$ cat src/rtl/variable_node_message_accumulator_pkg.sv
// Shared types and helpers for the variable-node message path.
// State encoding plus a width-generic signed saturating clamp.
package variable_node_message_accumulator_pkg;

    typedef enum logic [1:0] {
        IDLE  = 2'd0,
        ACCUM = 2'd1,
        SAT   = 2'd2,
        HOLD  = 2'd3
    } state_t;

    // Clamp arithmetic is done at this width so one
    // function serves any accumulator/output width pair.
    localparam int SAT_CALC_WIDTH = 64;

    function automatic logic signed [63:0] sat_hi(input int w);
        return (64'sd1 <<< (w - 1)) - 64'sd1;
    endfunction

    function automatic logic signed [63:0] sat_lo(input int w);
        return -(64'sd1 <<< (w - 1));
    endfunction

    function automatic logic signed [63:0] sat_clamp(
        input logic signed [63:0] x,
        input int                 w
    );
        logic signed [63:0] hi;
        logic signed [63:0] lo;
        hi = sat_hi(w);
        lo = sat_lo(w);
        if (x > hi) return hi;
        if (x < lo) return lo;
        return x;
    endfunction

endpackage

$ cat src/rtl/variable_node_message_accumulator_if.sv
// Beat-in / result-out handshake bundle of the accumulator.
// slave: accumulator side; master: producer + penalty-stage side.
interface variable_node_message_accumulator_if #(
    parameter int TAG_WIDTH  = 32,
    parameter int DATA_WIDTH = 18,
    parameter int DEG_WIDTH  = 4
);
    logic                         valid_in;
    logic                         ready_out;
    logic [TAG_WIDTH-1:0]         tag_in;
    logic [DEG_WIDTH-1:0]         degree;
    logic signed [DATA_WIDTH-1:0] channelTerm;
    logic signed [DATA_WIDTH-1:0] msg_in;
    logic                         ready_in;
    logic                         valid_out;
    logic [TAG_WIDTH-1:0]         tag_out;
    logic signed [DATA_WIDTH-1:0] prePenalty;

    modport slave (
        input  valid_in, tag_in, degree, channelTerm, msg_in, ready_in,
        output ready_out, valid_out, tag_out, prePenalty
    );

    modport master (
        output valid_in, tag_in, degree, channelTerm, msg_in, ready_in,
        input  ready_out, valid_out, tag_out, prePenalty
    );
endinterface

$ cat src/rtl/variable_node_message_accumulator_fixed_point_saturate.sv
// Combinational signed clamp from IN_WIDTH down to OUT_WIDTH.
// Ports: din (IN_WIDTH signed), dout (OUT_WIDTH signed, saturated).
module fixed_point_saturate
    import variable_node_message_accumulator_pkg::*;
#(
    parameter int IN_WIDTH  = 23,
    parameter int OUT_WIDTH = 18
) (
    input  logic signed [IN_WIDTH-1:0]  din,
    output logic signed [OUT_WIDTH-1:0] dout
);
    logic signed [SAT_CALC_WIDTH-1:0] wide;
    logic signed [SAT_CALC_WIDTH-1:0] clamped;

    assign wide    = SAT_CALC_WIDTH'(din);
    assign clamped = sat_clamp(wide, OUT_WIDTH);
    assign dout    = OUT_WIDTH'(clamped);
endmodule

$ cat src/rtl/variable_node_message_accumulator.sv
// Serially sums DEGREE messages plus channel term; emits one saturated word.
// Ports: clk, reset (sync high), bus (slave handshake), busy, err_degree.
module variable_node_message_accumulator
    import variable_node_message_accumulator_pkg::*;
#(
    parameter int TAG_WIDTH      = 32,
    parameter int DATA_WIDTH     = 18,
    parameter int FRACTION_WIDTH = 10,
    parameter int MAX_DEGREE     = 8,
    parameter int DEG_WIDTH      = 4
) (
    input  logic clk,
    input  logic reset,
    variable_node_message_accumulator_if.slave bus,
    output logic busy,
    output logic err_degree
);
    // One guard bit beyond DEG_WIDTH covers MAX_DEGREE+1 terms.
    localparam int ACC_WIDTH = DATA_WIDTH + DEG_WIDTH + 1;

    state_t                      state;
    state_t                      state_nxt;
    logic [TAG_WIDTH-1:0]        tag_q;
    logic [DEG_WIDTH-1:0]        deg_q;
    logic [DEG_WIDTH-1:0]        count;
    logic [DEG_WIDTH-1:0]        deg_eff;
    logic signed [ACC_WIDTH-1:0] acc;
    logic signed [ACC_WIDTH-1:0] msg_ext;
    logic signed [ACC_WIDTH-1:0] ch_ext;
    logic signed [DATA_WIDTH-1:0] sat_val;
    logic                        beat;
    logic                        deg_legal;
    logic                        last_beat;

    assign beat      = bus.valid_in & bus.ready_out;
    assign msg_ext   = ACC_WIDTH'(bus.msg_in);
    assign ch_ext    = ACC_WIDTH'(bus.channelTerm);
    assign deg_legal = (bus.degree != '0) &&
                       (bus.degree <= DEG_WIDTH'(MAX_DEGREE));
    // Illegal degrees collapse to a single-message group.
    assign deg_eff   = deg_legal ? bus.degree : DEG_WIDTH'(1);
    assign last_beat = (DEG_WIDTH'(count + 1'b1) == deg_q);

    fixed_point_saturate #(
        .IN_WIDTH  (ACC_WIDTH),
        .OUT_WIDTH (DATA_WIDTH)
    ) u_sat (
        .din  (acc),
        .dout (sat_val)
    );

    always_ff @(posedge clk) begin
        if (reset) state <= IDLE;
        else       state <= state_nxt;
    end

    always_comb begin
        state_nxt = state;
        unique case (state)
            IDLE:  if (beat)
                       state_nxt = (deg_eff == DEG_WIDTH'(1)) ? SAT : ACCUM;
            ACCUM: if (beat && last_beat) state_nxt = SAT;
            SAT:   state_nxt = HOLD;
            HOLD:  if (bus.ready_in) state_nxt = IDLE;
        endcase
    end

    always_comb begin
        bus.ready_out = (state == IDLE) || (state == ACCUM);
        busy          = (state != IDLE);
    end

    always_ff @(posedge clk) begin
        if (reset) begin
            acc            <= '0;
            count          <= '0;
            tag_q          <= '0;
            deg_q          <= '0;
            err_degree     <= 1'b0;
            bus.valid_out  <= 1'b0;
            bus.tag_out    <= '0;
            bus.prePenalty <= '0;
        end else begin
            unique case (state)
                IDLE: if (beat) begin
                    acc   <= ch_ext + msg_ext;
                    tag_q <= bus.tag_in;
                    deg_q <= deg_eff;
                    count <= DEG_WIDTH'(1);
                    if (!deg_legal) err_degree <= 1'b1;
                end
                ACCUM: if (beat) begin
                    acc   <= acc + msg_ext;
                    count <= count + 1'b1;
                end
                SAT: begin
                    bus.prePenalty <= sat_val;
                    bus.tag_out    <= tag_q;
                    bus.valid_out  <= 1'b1;
                end
                HOLD: if (bus.ready_in) bus.valid_out <= 1'b0;
            endcase
        end
    end
endmodule
$ cat src/flat_wrapper.sv
// flat-port wrapper written by rule: the top's interface ports become plain ports
module variable_node_message_accumulator_flat import variable_node_message_accumulator_pkg::*;
#(
    parameter int TAG_WIDTH      = 32,
    parameter int DATA_WIDTH     = 18,
    parameter int FRACTION_WIDTH = 10,
    parameter int MAX_DEGREE     = 8,
    parameter int DEG_WIDTH      = 4
)
  (clk, reset, busy, err_degree, bus_valid_in, bus_tag_in, bus_degree, bus_channelTerm, bus_msg_in, bus_ready_in, bus_ready_out, bus_valid_out, bus_tag_out, bus_prePenalty);
  variable_node_message_accumulator_if #(.TAG_WIDTH(TAG_WIDTH), .DATA_WIDTH(DATA_WIDTH), .DEG_WIDTH(DEG_WIDTH)) bus_i ();
  input  logic clk;
  input  logic reset;
  output logic busy;
  output logic err_degree;
  input wire logic [$bits(bus_i.valid_in)-1:0] bus_valid_in;
  input wire logic [$bits(bus_i.tag_in)-1:0] bus_tag_in;
  input wire logic [$bits(bus_i.degree)-1:0] bus_degree;
  input wire logic [$bits(bus_i.channelTerm)-1:0] bus_channelTerm;
  input wire logic [$bits(bus_i.msg_in)-1:0] bus_msg_in;
  input wire logic [$bits(bus_i.ready_in)-1:0] bus_ready_in;
  output wire logic [$bits(bus_i.ready_out)-1:0] bus_ready_out;
  output wire logic [$bits(bus_i.valid_out)-1:0] bus_valid_out;
  output wire logic [$bits(bus_i.tag_out)-1:0] bus_tag_out;
  output wire logic [$bits(bus_i.prePenalty)-1:0] bus_prePenalty;
  assign bus_i.valid_in = bus_valid_in;
  assign bus_i.tag_in = bus_tag_in;
  assign bus_i.degree = bus_degree;
  assign bus_i.channelTerm = bus_channelTerm;
  assign bus_i.msg_in = bus_msg_in;
  assign bus_i.ready_in = bus_ready_in;
  assign bus_ready_out = bus_i.ready_out;
  assign bus_valid_out = bus_i.valid_out;
  assign bus_tag_out = bus_i.tag_out;
  assign bus_prePenalty = bus_i.prePenalty;
  variable_node_message_accumulator #(.TAG_WIDTH(TAG_WIDTH), .DATA_WIDTH(DATA_WIDTH), .FRACTION_WIDTH(FRACTION_WIDTH), .MAX_DEGREE(MAX_DEGREE), .DEG_WIDTH(DEG_WIDTH)) u_core (.clk(clk), .reset(reset), .bus(bus_i), .busy(busy), .err_degree(err_degree));
endmodule
$ cat config.mk
export PLATFORM = sky130hd
export DESIGN_NAME = variable_node_message_accumulator_flat
export DESIGN_NICKNAME = d
export VERILOG_FILES = /design/src/rtl/variable_node_message_accumulator_pkg.sv /design/src/rtl/variable_node_message_accumulator_if.sv /design/src/rtl/variable_node_message_accumulator_fixed_point_saturate.sv /design/src/rtl/variable_node_message_accumulator.sv /design/src/flat_wrapper.sv
export SDC_FILE = /design/constraint.sdc
export NUM_CORES = 1
export LEC_CHECK = 0
export ABC_CLOCK_PERIOD_IN_PS = 7500
export CAP_MARGIN = 10
export CORE_MARGIN = 2
export CORE_UTILIZATION = 30
export CTS_CLUSTER_SIZE = 25
export DETAILED_ROUTE_END_ITERATION = 8
export PLACE_DENSITY = 0.59
export SYNTH_ARGS = -nofsm -noshare
export SYNTH_HDL_FRONTEND = slang
export SYNTH_SLANG_ARGS = --single-unit
$ cat constraint.sdc
create_clock -name clk -period 7.5 [get_ports clk]
set_input_delay 1.125 -clock clk [delete_from_list [all_inputs] [get_ports clk]]
set_output_delay 1.125 -clock clk [all_outputs]
set_load 0.1 [all_outputs]
After elaboration in Yosys (flattened, before gate mapping)
Cells that the tools add are included.
{"block": "totals", "ff_bits": 117, "word_cells": 60}
{"block": "op_classes", "n_addsub": 3, "magnitude_cmp": 3, "eq_ne": 9, "n_mux": 21, "bitwise_logic": 2, "reduce_logical": 13}
{"operator": "$mux 18", "count": 4}
{"operator": "$mux 23", "count": 2}
{"operator": "$pmux 23 s2", "count": 1}
{"operator": "$add 23x18->23", "count": 1}
{"operator": "$gt 23x18->1 const B", "count": 1}
{"operator": "$lt 23x18->1 const B", "count": 1}
{"operator": "$add 18x18->19", "count": 1}
{"operator": "$mux 4", "count": 3}
{"operator": "$reduce_and 3->1", "count": 3}
{"operator": "$mux 2", "count": 4}
{"operator": "$pmux 2 s4", "count": 1}
{"operator": "$pmux 4 s2", "count": 1}
{"operator": "$ne 2x1->1 const B", "count": 3}
{"operator": "$reduce_bool 2->1", "count": 3}
{"operator": "$add 4x1->4 const B", "count": 1}
{"operator": "$eq 2x2->1 const B", "count": 2}
{"operator": "$eq 4x1->1 const B", "count": 1}
{"operator": "$eq 4x4->1", "count": 1}
{"operator": "$le 4x4->1 const B", "count": 1}
{"operator": "$mux 1", "count": 4}
{"operator": "$reduce_and 2->1", "count": 2}
{"operator": "$reduce_bool 4->1", "count": 1}
{"operator": "$eq 2x1->1 const B", "count": 1}
{"operator": "$logic_and 1x1->1", "count": 2}
{"operator": "6 further kinds", "count": 6}

Depth between registers and ports, before layout
{"block": "logic_depth", "ltp_word": 7, "ltp_mapped": 10}

Cells and area by module
From an unflattened synthesis, not the netlist that was laid out.
{"block": "unflattened", "hier_cells": 783, "area_unflattened_um2": 6612.6}
{"module": "variable_node_message_accumulator", "n_inst": 1, "cells_each": 757, "area_each_um2": 6416.2, "seq_area_each_um2": 2342.2}
{"module": "fixed_point_saturate", "n_inst": 1, "cells_each": 26, "area_each_um2": 196.4, "seq_area_each_um2": 0.0}

Least setup slack after synthesis
Ideal clock, no wire load.
{"block": "synth_path", "path_kind": "input-to-reg", "from": "input bus_msg_in[0]", "to": "register u_core.acc[14]", "setup_time_ns": 0.103, "t_arrival_ns": 3.130, "required_time_ns": 7.397, "path_slack_ns": 4.267, "path_stages": 10, "n_path_buf": 0, "path_cell_list": "ha_1 inv_1 fa_1 nor2b_1 o2111ai_1 a21oi_1 nor2_2 o21ai_1 mux2_1 a2111oi_2"}
{"block": "synth_between", "elab_chain_len": 3, "elab_cells_between_ends": 5}
{"item": "start: declaration", "line": "flat_wrapper.sv:20", "source": "input wire logic [$bits(bus_i.msg_in)-1:0] bus_msg_in;"}
{"item": "$add 23x18->23 / $add 18x18->19 (equally long branches)", "line": "variable_node_message_accumulator.sv:93, variable_node_message_accumulator.sv:86"}
{"item": "$mux 23, on equally long branches", "line": "variable_node_message_accumulator.sv:92, variable_node_message_accumulator.sv:85"}
{"item": "$pmux 23 s2 *", "line": "variable_node_message_accumulator.sv:84", "source": "unique case (state)"}
{"item": "end signal: assignment", "line": "variable_node_message_accumulator.sv:86", "source": "acc <= ch_ext + msg_ext;"}
{"item": "end signal: assignment", "line": "variable_node_message_accumulator.sv:93", "source": "acc <= acc + msg_ext;"}
{"item": "end: declaration", "line": "variable_node_message_accumulator.sv:27", "source": "logic signed [ACC_WIDTH-1:0] acc;"}
Every way passes the cells marked *; elsewhere a longest branch is shown, timed or not. The select of a mux whose other input is x is not followed.
A chain may end at the register's enable or synchronous reset.

Worst setup path in the final report
{"block": "layout_path", "from": "register u_core.state[1]", "to": "output bus_ready_out"}
{"block": "layout_between", "elab_chain_len": 2, "elab_cells_between_ends": 3}
{"item": "start: declaration", "line": "variable_node_message_accumulator.sv:21", "source": "state_t state;"}
{"item": "start signal: assignment", "line": "variable_node_message_accumulator.sv:54", "source": "else state <= state_nxt;"}
{"item": "$eq 2x1->1 / $logic_not 2->1 (equally long branches)", "line": "variable_node_message_accumulator.sv:69", "source": "bus.ready_out = (state == IDLE) || (state == ACCUM);"}
{"item": "$logic_or 1x1->1 *", "line": "variable_node_message_accumulator.sv:69"}
{"item": "end: declaration", "line": "flat_wrapper.sv:22", "source": "output wire logic [$bits(bus_i.ready_out)-1:0] bus_ready_out;"}
Every way passes the cells marked *; elsewhere a longest branch is shown, timed or not.

==> impl_results.html <==
<table>
<tr><th>Metric</th><th>Value</th></tr>
<tr><th colspan="2">Run status</th></tr>
<tr><td>Status</td><td>completed</td></tr>
<tr><th colspan="2">Placement</th></tr>
<tr><td>Dpl hpwl</td><td>13.9 mm</td></tr>
<tr><td>Worst Setup Slack post-DPL</td><td>3.37 ns</td></tr>
<tr><td>Post-DP Area</td><td>8350 µm²</td></tr>
<tr><td>Placed instance count</td><td>around 1,200</td></tr>
<tr><td>Final weighted congestion in routability-driven placement</td><td>approximately 0.85</td></tr>
<tr><td>Input/output buffers</td><td>129</td></tr>
<tr><th colspan="2">Timing</th></tr>
<tr><td>Slew HR</td><td>0.286</td></tr>
<tr><td>Worst clock skew</td><td>approximately 0.0067 ns</td></tr>
<tr><td>Final period demand of the worst path</td><td>3.87 ns</td></tr>
<tr><td>Period utilisation layout</td><td>0.516</td></tr>
<tr><td>Count of endpoints failing setup in the final report</td><td>0</td></tr>
<tr><td>Total Negative Setup Slacks</td><td>0 ns</td></tr>
<tr><td>Fmax</td><td>about 0.26 GHz</td></tr>
<tr><td>Count of final hold-check violations</td><td>0</td></tr>
<tr><td>Max-slew violation count</td><td>0</td></tr>
<tr><td>Unrepaired setup endpoints after global routing</td><td>false</td></tr>
<tr><td>Measured slew at the worst slew-check pin</td><td>between 1 and 1.5 ns</td></tr>
<tr><td>Setup slack of the critical path after layout</td><td>between 3 and 4 ns</td></tr>
<tr><th colspan="2">Clock network</th></tr>
<tr><td>Post-CTS Setup Inserts</td><td>0</td></tr>
<tr><td>Number of buffers between clock root and the deepest sink</td><td>2</td></tr>
<tr><td>Number of buffers inserted during clock tree synthesis</td><td>17</td></tr>
<tr><td>Number of buffers inserted for hold repair after clock tree synthesis</td><td>0</td></tr>
<tr><td>Clock insertion delay at the later pin of the skew report</td><td>around 0.41 ns</td></tr>
<tr><td>Number of resized instances in the post-cts repair step</td><td>0</td></tr>
<tr><td>Clock tree from TritonCTS</td><td>done</td></tr>
<tr><td>CTS clk-pin slew, worst paths</td><td>0.05 ns</td></tr>
<tr><td>Level count of the clock H-tree</td><td>4</td></tr>
<tr><td>Clock net sink count</td><td>between 100 and 150</td></tr>
<tr><td>CTS root buf</td><td>clkbuf_16</td></tr>
<tr><th colspan="2">Synthesis</th></tr>
<tr><td>Number of enable flip-flop cells after synthesis</td><td>0</td></tr>
<tr><td>YS warnings</td><td>0</td></tr>
<tr><td>Number of different library cells in the post-synthesis netlist</td><td>67</td></tr>
<tr><td>Average footprint of a synthesized cell</td><td>8.13 µm²</td></tr>
<tr><td>Number of register bits inferred by synthesis</td><td>117</td></tr>
<tr><td>Sequential cell area fraction in the yosys report</td><td>0.343</td></tr>
<tr><td>Net count after synthesis</td><td>963</td></tr>
<tr><td>Post-synthesis instance total</td><td>840</td></tr>
<tr><td>Synth Flop Type</td><td>dfxtp_1</td></tr>
<tr><td>Async S/R FF share, synth</td><td>0</td></tr>
<tr><td>Mapped Area</td><td>6830 µm²</td></tr>
<tr><th colspan="2">Floorplan</th></tr>
<tr><td>Chip Height</td><td>155 µm</td></tr>
<tr><td>I/O pins</td><td>130</td></tr>
<tr><td>Core region area</td><td>22,500 µm²</td></tr>
<tr><td>Row Count</td><td>55</td></tr>
<tr><td>Die width</td><td>155 µm</td></tr>
<tr><td>Initial Util</td><td>0.304</td></tr>
<tr><td>Total die area</td><td>24,000 µm²</td></tr>
<tr><th colspan="2">Job</th></tr>
<tr><td>Max Cap Viol</td><td>0</td></tr>
<tr><th colspan="2">Critical path</th></tr>
<tr><td>Req. time, crit path</td><td>6.38 ns</td></tr>
<tr><td>Type of the setup path with the least slack</td><td>register to output pin</td></tr>
<tr><td>Worst setup SP type</td><td>register</td></tr>
<tr><td>Crit path launch</td><td>u_core.state[1]$_SDFFE_PP0P_</td></tr>
<tr><td>Crit. End Element</td><td>output pin</td></tr>
<tr><td>Crit path arrival time</td><td>2.75 ns</td></tr>
<tr><td>RR Startpoint</td><td>u_core.acc[0]$_SDFFE_PP0P_</td></tr>
<tr><td>Worst reg2reg path depth</td><td>10</td></tr>
<tr><td>Maximum fanout along the worst path</td><td>32</td></tr>
<tr><th colspan="2">Detailed routing</th></tr>
<tr><td>Drt drc</td><td>0</td></tr>
<tr><td>Number of violations reported at the end of detailed-routing iteration 0</td><td>316</td></tr>
<tr><td>Router iterations before antenna repair</td><td>6</td></tr>
<tr><td>Number of vias after detailed routing</td><td>6,398</td></tr>
<tr><td>DR vias/cell</td><td>5.15</td></tr>
<tr><td>Post-DRT Antenna Nets</td><td>0</td></tr>
<tr><td>Routed wire length</td><td>between 15 and 20 mm</td></tr>
<tr><td>Post-DR wirelength/cell</td><td>15.8 µm</td></tr>
<tr><th colspan="2">Global route</th></tr>
<tr><td>Number of antenna violations at the first check in global routing</td><td>1</td></tr>
<tr><td>Global-route wire length before repair</td><td>32.0 mm</td></tr>
<tr><td>Total global-route track usage</td><td>0.165</td></tr>
<tr><td>Vias in the first global route</td><td>6,157</td></tr>
<tr><td>Residual overflow from global routing</td><td>0</td></tr>
<tr><td>Largest net degree at the start of global routing</td><td>75</td></tr>
<tr><th colspan="2">Final layout</th></tr>
<tr><td>Layout cells sized above 1</td><td>0.0596</td></tr>
<tr><td>Signed area change from the synthesized netlist to the final layout</td><td>31.7%</td></tr>
<tr><td>Most frequent cells in the layout</td><td>clkdlybuf4s50_1 (128), dfxtp_1 (117), nand2_1 (100)</td></tr>
<tr><td>Final instance area</td><td>~9000 µm²</td></tr>
<tr><td>Share of the core filled with cells in the final layout</td><td>0.400</td></tr>
<tr><td>Commonest non-fill, non-tap cell in the layout</td><td>clkdlybuf4s50_1</td></tr>
<tr><td>Number of nets in the finished design</td><td>1,066</td></tr>
<tr><td>Final cell count without fillers</td><td>1,242</td></tr>
<tr><th colspan="2">Power and ir drop</th></tr>
<tr><td>IR Drop Worst-Case VDD</td><td>0.244 mV</td></tr>
<tr><td>Static leakage power</td><td>around 3.4 nW</td></tr>
<tr><td>Power Dens Cells</td><td>381 nW/µm²</td></tr>
<tr><th colspan="2">Worst hold path</th></tr>
<tr><td>Number of cells on the worst hold path</td><td>2</td></tr>
<tr><td>Hold crit path type</td><td>register to register</td></tr>
<tr><td>Hold path start</td><td>u_core.tag_q[25]$_SDFFE_PP0P_</td></tr>
</table>
-- registers in the layout, summed over array words and instances (netlist names) --
name / count
u_core.acc: 23
u_core.bus.prePenalty: 18
u_core.bus.tag_out: 32
u_core.bus.valid_out: 1
u_core.count: 4
u_core.deg_q: 4
u_core.err_degree: 1
u_core.state: 2
u_core.tag_q: 32
-- final timing paths --
path,slack (ns),to
max,3.63,bus_ready_out
min,0.45,u_core.tag_q[25]$_SDFFE_PP0P_
max reg2reg,4.83,u_core.acc[20]$_SDFFE_PP0P_
min reg2reg,0.45,u_core.tag_q[25]$_SDFFE_PP0P_
-- cells in the mapped netlist (all sizes together) (6+ instances only) --
master / instances / area share
a211oi: 18 / 0.020
a21o: 20 / 0.022
a21oi: 101 / 0.075
a31oi: 7 / 0.0064
and2: 6 / 0.0055
and3: 6 / 0.0055
buf: 7 / 0.0042
clkbuf: 44 / 0.024
dfxtp: 117 / 0.34
ha: 45 / 0.082
inv: 18 / 0.0099
mux2i: 41 / 0.060
nand2: 100 / 0.055
nand2b: 20 / 0.018
nand3: 12 / 0.0088
nor2: 86 / 0.048
nor2b: 7 / 0.0064
nor3: 21 / 0.017
o211ai: 24 / 0.026
o21a: 8 / 0.0088
o21ai: 28 / 0.021
xnor2: 19 / 0.024
xor2: 11 / 0.014
-- final cells by class --
class / count / area [µm²]
Inverter: 18 / 67.6
Clock buffer: 19 / 453
Multi-Input combinational cell: 654 / 4250
Fill cell: 2268 / 13500
Antenna cell: 1 / 2.50
Clock inverter: 13 / 194
Sequential cell: 117 / 2340
Tap cell: 285 / 357
Timing Repair Buffer: 135 / 1330
-- metrics by stage --
| step | hold slack (ns) | total power, mW |
|---|---|---|
| 6_report | 0.454 | 3.42 |
| 5_1_grt | 0.479 | 3.63 |
| 4_1_cts | 0.454 | 3.44 |
| 3_5_place_dp | 0.446 | 2.54 |
| 3_3_place_gp | 0.443 | 2.54 |
| 2_1_floorplan | 0.436 | 2.11 |
-- layer usage --
metal  wire (µm)  GRT usage  share of wire
met1        9250      0.223           0.47
met2        9120      0.269           0.46
met3         980     0.0340          0.050
met4         318     0.0445          0.016
met5           0          0              0
-- where the power goes --
| group | total (mW) | internal [mW] | switching, mW |
|---|---|---|---|
| Clock | 0.884 | 0.579 | 0.306 |
| Combinational | 1.68 | 0.553 | 1.13 |
| Sequential | 0.860 | 0.757 | 0.103 |
| Total | 3.42 | 1.89 | 1.54 |
-- cell families after synthesis --
group                      share of synthesized area
buffers and inverters                         0.0383
AOI/OAI and AO/OA                              0.240
DFF                                            0.343
and+or+nand+nor                                0.191
adders and majority gates                     0.0883
muxes                                         0.0617
xor gates and xnor gates                      0.0385
-- worst max-delay path, cell delays in order, from the launching register on --
cell and delay (ns):
dfxtp_1 0.35, inv_1 0.10, ha_1 0.14, buf_4 0.34, or2_2 0.20, clkdlybuf4s50_1 1.19
No activity file was read; power rests on OpenSTA's default activity.
